$ cat src/rtl/ecc_enc_arbiter.sv
// Two-port arbiter sharing one 32->38 Hamming SEC encoder, with a registered, backpressured output.
// Define ECC_ARB_RR_EN for round-robin tie-breaking; otherwise port 0 has fixed priority.
module ecc_enc_arbiter #(
    parameter int unsigned DATA_W = 32,
    parameter int unsigned CODE_W = 38,
    parameter int unsigned TAG_W  = 4,
    parameter int unsigned CNT_W  = 16
) (
    input  logic              clk,
    input  logic              rst_n,
    input  logic              req0_valid,
    output logic              req0_ready,
    input  logic [DATA_W-1:0] req0_data,
    input  logic [TAG_W-1:0]  req0_tag,
    input  logic              req1_valid,
    output logic              req1_ready,
    input  logic [DATA_W-1:0] req1_data,
    input  logic [TAG_W-1:0]  req1_tag,
    output logic              out_valid,
    input  logic              out_ready,
    output logic [CODE_W-1:0] out_code,
    output logic              out_src,
    output logic [TAG_W-1:0]  out_tag,
    output logic [CNT_W-1:0]  grant_cnt0,
    output logic [CNT_W-1:0]  grant_cnt1
);

    // Codeword bits (0-based index i) whose 1-based position i+1 has bit k set.
    function automatic logic [CODE_W-1:0] pos_mask(input int k);
        logic [CODE_W-1:0] m;
        m = '0;
        for (int i = 0; i < int'(CODE_W); i++) begin
            if ((((i + 1) >> k) & 1) != 0) m = m | (CODE_W'(1) << i);
        end
        return m;
    endfunction

    function automatic logic [CODE_W-1:0] hamming_enc(input logic [DATA_W-1:0] d);
        logic [CODE_W-1:0] c;
        logic [5:0]        p;
        c = {d[31:26], 1'b0, d[25:11], 1'b0, d[10:4], 1'b0, d[3:1], 1'b0, d[0], 2'b00};
        p = '0;
        for (int k = 0; k < 6; k++) begin
            if (^(c & pos_mask(k))) p = p | (6'(1) << k);
        end
        return {d[31:26], p[5], d[25:11], p[4], d[10:4], p[3], d[3:1], p[2], d[0], p[1], p[0]};
    endfunction

    logic              out_valid_q, out_valid_d;
    logic [CODE_W-1:0] code_q, code_d;
    logic              src_q, src_d;
    logic [TAG_W-1:0]  tag_q, tag_d;
    logic [CNT_W-1:0]  cnt0_q, cnt0_d;
    logic [CNT_W-1:0]  cnt1_q, cnt1_d;
    logic              last_q, last_d;

    logic accept;
    logic tie_pick0;
    logic grant0, grant1;

    always_comb begin
        accept = !out_valid_q || out_ready;
`ifdef ECC_ARB_RR_EN
        tie_pick0 = last_q;
`else
        tie_pick0 = 1'b1;
`endif
        grant0 = rst_n && accept && req0_valid && (!req1_valid || tie_pick0);
        grant1 = rst_n && accept && req1_valid && (!req0_valid || !tie_pick0);
    end

    assign req0_ready = grant0;
    assign req1_ready = grant1;

    always_comb begin
        out_valid_d = out_valid_q;
        code_d      = code_q;
        src_d       = src_q;
        tag_d       = tag_q;
        cnt0_d      = cnt0_q;
        cnt1_d      = cnt1_q;
        last_d      = last_q;
        if (grant0 || grant1) begin
            out_valid_d = 1'b1;
            code_d      = hamming_enc(grant1 ? req1_data : req0_data);
            src_d       = grant1;
            tag_d       = grant1 ? req1_tag : req0_tag;
            last_d      = grant1;
            if (grant0 && cnt0_q != '1) cnt0_d = cnt0_q + 1'b1;
            if (grant1 && cnt1_q != '1) cnt1_d = cnt1_q + 1'b1;
        end else if (out_ready) begin
            out_valid_d = 1'b0;
        end
    end

    always_ff @(posedge clk) begin
        if (!rst_n) begin
            out_valid_q <= 1'b0;
            code_q      <= '0;
            src_q       <= 1'b0;
            tag_q       <= '0;
            cnt0_q      <= '0;
            cnt1_q      <= '0;
            last_q      <= 1'b1;
        end else begin
            out_valid_q <= out_valid_d;
            code_q      <= code_d;
            src_q       <= src_d;
            tag_q       <= tag_d;
            cnt0_q      <= cnt0_d;
            cnt1_q      <= cnt1_d;
            last_q      <= last_d;
        end
    end

    assign out_valid  = out_valid_q;
    assign out_code   = code_q;
    assign out_src    = src_q;
    assign out_tag    = tag_q;
    assign grant_cnt0 = cnt0_q;
    assign grant_cnt1 = cnt1_q;

endmodule

$ cat config.mk
export PLATFORM = sky130hd
export DESIGN_NAME = ecc_enc_arbiter
export DESIGN_NICKNAME = d
export VERILOG_FILES = /design/src/rtl/ecc_enc_arbiter.sv
export SDC_FILE = /design/constraint.sdc
export NUM_CORES = 1
export LEC_CHECK = 0
export BUFFER_PORTS_ARGS = -buffer_cell sky130_fd_sc_hd__buf_2
export CORE_ASPECT_RATIO = 1.25
export CORE_MARGIN = 5
export CORE_UTILIZATION = 55
export CTS_CLUSTER_SIZE = 28
export DETAILED_ROUTE_END_ITERATION = 7
export PLACE_DENSITY = 0.92
export SYNTH_ARGS = -nofsm -noshare
export SYNTH_HDL_FRONTEND = slang
export SYNTH_SLANG_ARGS = --single-unit
$ cat constraint.sdc
create_clock -name clk -period 4.42 [get_ports clk]
set_input_delay 0.221 -clock clk [delete_from_list [all_inputs] [get_ports clk]]
set_output_delay 0.221 -clock clk [all_outputs]
set_load 0.05 [all_outputs]
==> run summary <==
status: completed
Layout Utilization: 0.686
CTS resizes: 0
met2 usage: 0.426
final non-filler cell area: 0.00559 mm²
#FFs+latches synth: 76
CP Launch Type: flip-flop
relative slew slack: 0.465
CTS tree: built
layout cell share with drive strength beyond 1: 0.288
# IOs: 155
number of flops mapped to enable cells by yosys: 0
Placed Instance Area: 0.00536 mm²
worst hold start: req1_tag[3]
ys async rst share: 0
CTS sink count: 76
Main synth FF type: dfxtp_1
net count after synthesis: 547
crit share post-route: 0.536
WP data required: 4650 ps
post-synthesis sequential area ratio: 0.335
clock skew: 10.9 ps
Hold Path Stages: 2
Tot GR Track Use: 0.241
post-route antenna net violation count: 0
antenna violations before repair: 0
TNS Setup: 0 ps
Max IR drop VDD: 0.269 mV
Setup crit end kind: flip-flop
diode count: 0
average cell area after synthesis: 9.70 µm²
DRC: 0
setup ws final: 2050 ps
HPWL Detailed: 9.40 mm
biggest area consumer among synthesized cells: dfxtp_1
drt pass-1 iters: 4
Synth Cell Area: 0.00454 mm²
pwr/cell area: 368 mW/mm²
CTS max path bufs: 2
met3 Usage GRT: 0.0649
top cells by area, synth: dfxtp_1 33%, xnor2_1 15%, mux2i_1 10%
grt peak-use layer: met2
MaxCap Viol Count: 0
Clk Latency, worst-skew pair: 340 ps
htree depth: 3
Fillers: 618
final wirelength: 12.5 mm
count leader, synth: xnor2_1
# hold bufs at CTS: 0
Crit Path Max Fanout: 81
grt total ovfl: 0
met1 Use GR: 0.271
WHS: 127 ps
core area: 0.00815 mm²
reg2reg setup slack: 2050 ps
Crit Path Category: flip-flop to flip-flop
top cells by count, synth: 79 x xnor2_1, 76 x dfxtp_1, 57 x nand2_1
PortBufs: 154
area grow syn2layout: 23.1%
slew of the pin with the lowest slew margin: 802 ps
vias in the first global route: 4154
Leakage Power: 2.94 nW
Setup Fix Bufs, Post-CTS: 0
clk root buf: clkbuf_8
worst hold endpoint: out_tag[3]$_SDFFE_PN0P_
largest net degree at the start of global routing: 82
Final GP Congestion: 0.877
vias per cell: 5.60
synth warn: 0
DR WL/cell: 17.5 µm
Die Y: 112 µm
initial DRC count: 133
final hold violations: 0
Worst-path clk slew: 80 ps
first-pass GRT wire length: 20.1 mm
Reg-to-Reg End: out_code[15]$_SDFFE_PN0P_
initial cell density of the core: 0.557
Critical Path AT: 2600 ps
total die area: 0.0102 mm²
Distinct cells, synth: 40
Core Rows: 37
Slew Limit Fails: 0
Post-Syn Instances: 468
worst slack, placed: 1940 ps
Final Critical Period: 2370 ps
DIE WIDTH: 91.3 µm
unrepaired setup endpoints after global routing: no
R2R Path Start: out_valid$_SDFFE_PN0P_
final setup vio count: 0
HP Class: input port to flip-flop
Max Fclk: 422 MHz
Via Count: 3997
FF-to-FF path depth: 8
top-area cell type share of the netlist area: 0.335
CTS buffer count: 9
nets@finish: 691
-- kinds of logic after synthesis --
logic type / synth area share
simple gates: 0.145
xor+xnor: 0.260
flops: 0.335
compound gates: 0.125
mux: 0.104
buf+inv: 0.0259
fa+ha+maj: 0.00551
-- area by class of cell --
class | count | area (µm²) | share of cell area
Tap cell | 97 | 121 | 0.0217
Inverter | 4 | 15.0 | 0.00269
Multi-Input combinational cell | 364 | 2900 | 0.519
Clock buffer | 12 | 165 | 0.0295
Clock inverter | 4 | 70.1 | 0.0125
Timing Repair Buffer | 157 | 793 | 0.142
Sequential cell | 76 | 1520 | 0.272
-- through the flow --
step | power, W | instances
5_1_grt | 0.00215 | 714
4_1_cts | 0.00207 | 714
3_5_place_dp | 0.00145 | 698
6_report | 0.00206 | 714
2_1_floorplan | 0.00128 | 468
3_3_place_gp | 0.00143 | 698
-- how the worst max path moves through the flow --
stage                                           from                     endpoint  slack [ps]  cells past startpoint
after floorplan           grant_cnt0[4]$_SDFFE_PN0P_   grant_cnt0[9]$_SDFFE_PN0P_        1950                      8
after global placement                         rst_n  grant_cnt0[12]$_SDFFE_PN0P_        2030                      6
after detailed placement                       rst_n    out_code[15]$_SDFFE_PN0P_        1940                      8
after CTS                     out_valid$_SDFFE_PN0P_    out_code[15]$_SDFFE_PN0P_        2070                      8
after global routing          out_valid$_SDFFE_PN0P_    out_code[15]$_SDFFE_PN0P_        1820                      8
final                         out_valid$_SDFFE_PN0P_    out_code[15]$_SDFFE_PN0P_        2050                      8
-- power breakdown --
part | switching (W) | internal [W] | total [W]
combinational | 0.000408 | 0.000279 | 0.000687
sequential | 0.0000237 | 0.000727 | 0.000751
clock | 0.000258 | 0.000363 | 0.000620
-- per-layer routing --
| metal | up-vias | routed length [µm] |
|---|---|---|
| li1 | 1906 | - |
| met1 | 1878 | 4720 |
| met2 | 178 | 6430 |
| met3 | 35 | 943 |
| met4 | 0 | 431 |
| met5 | - | 0 |
-- state kept, by name, indices dropped and copies added, names as in the netlist --
signal	cells
grant_cnt0	16
out_src	1
out_tag	4
grant_cnt1	16
out_valid	1
out_code	38
-- critical path, stage by stage, from the launching register on --
cell      delay [ps]
dfxtp_1          330
nand2b_1          90
nand4b_1         150
buf_4            640
mux2i_1          260
xnor2_1          380
xnor2_1          160
o21ai_0           90
and2_1           170
-- cell usage in the layout (no fill, tap or decap), types with 2 or more instances in the layout --
cell         n
nor3_1       5
o211a_1     36
o21ai_0     10
bufinv_16    2
nand3_1     13
or3_1        6
and4_1       3
clkinv_2     2
nor2b_1      7
xnor2_1     79
o31ai_1      2
and3_1       3
o211ai_1     2
xor2_1      35
xnor3_1      6
inv_1        3
nand2_1     57
buf_2      154
xor3_1       2
a21boi_0     7
buf_4        3
and2_1      18
mux2i_1     47
ha_1         2
dfxtp_1     76
nor2_1       6
clkbuf_8    12
nand4_1      5
(Power assumes the default switching activity.)
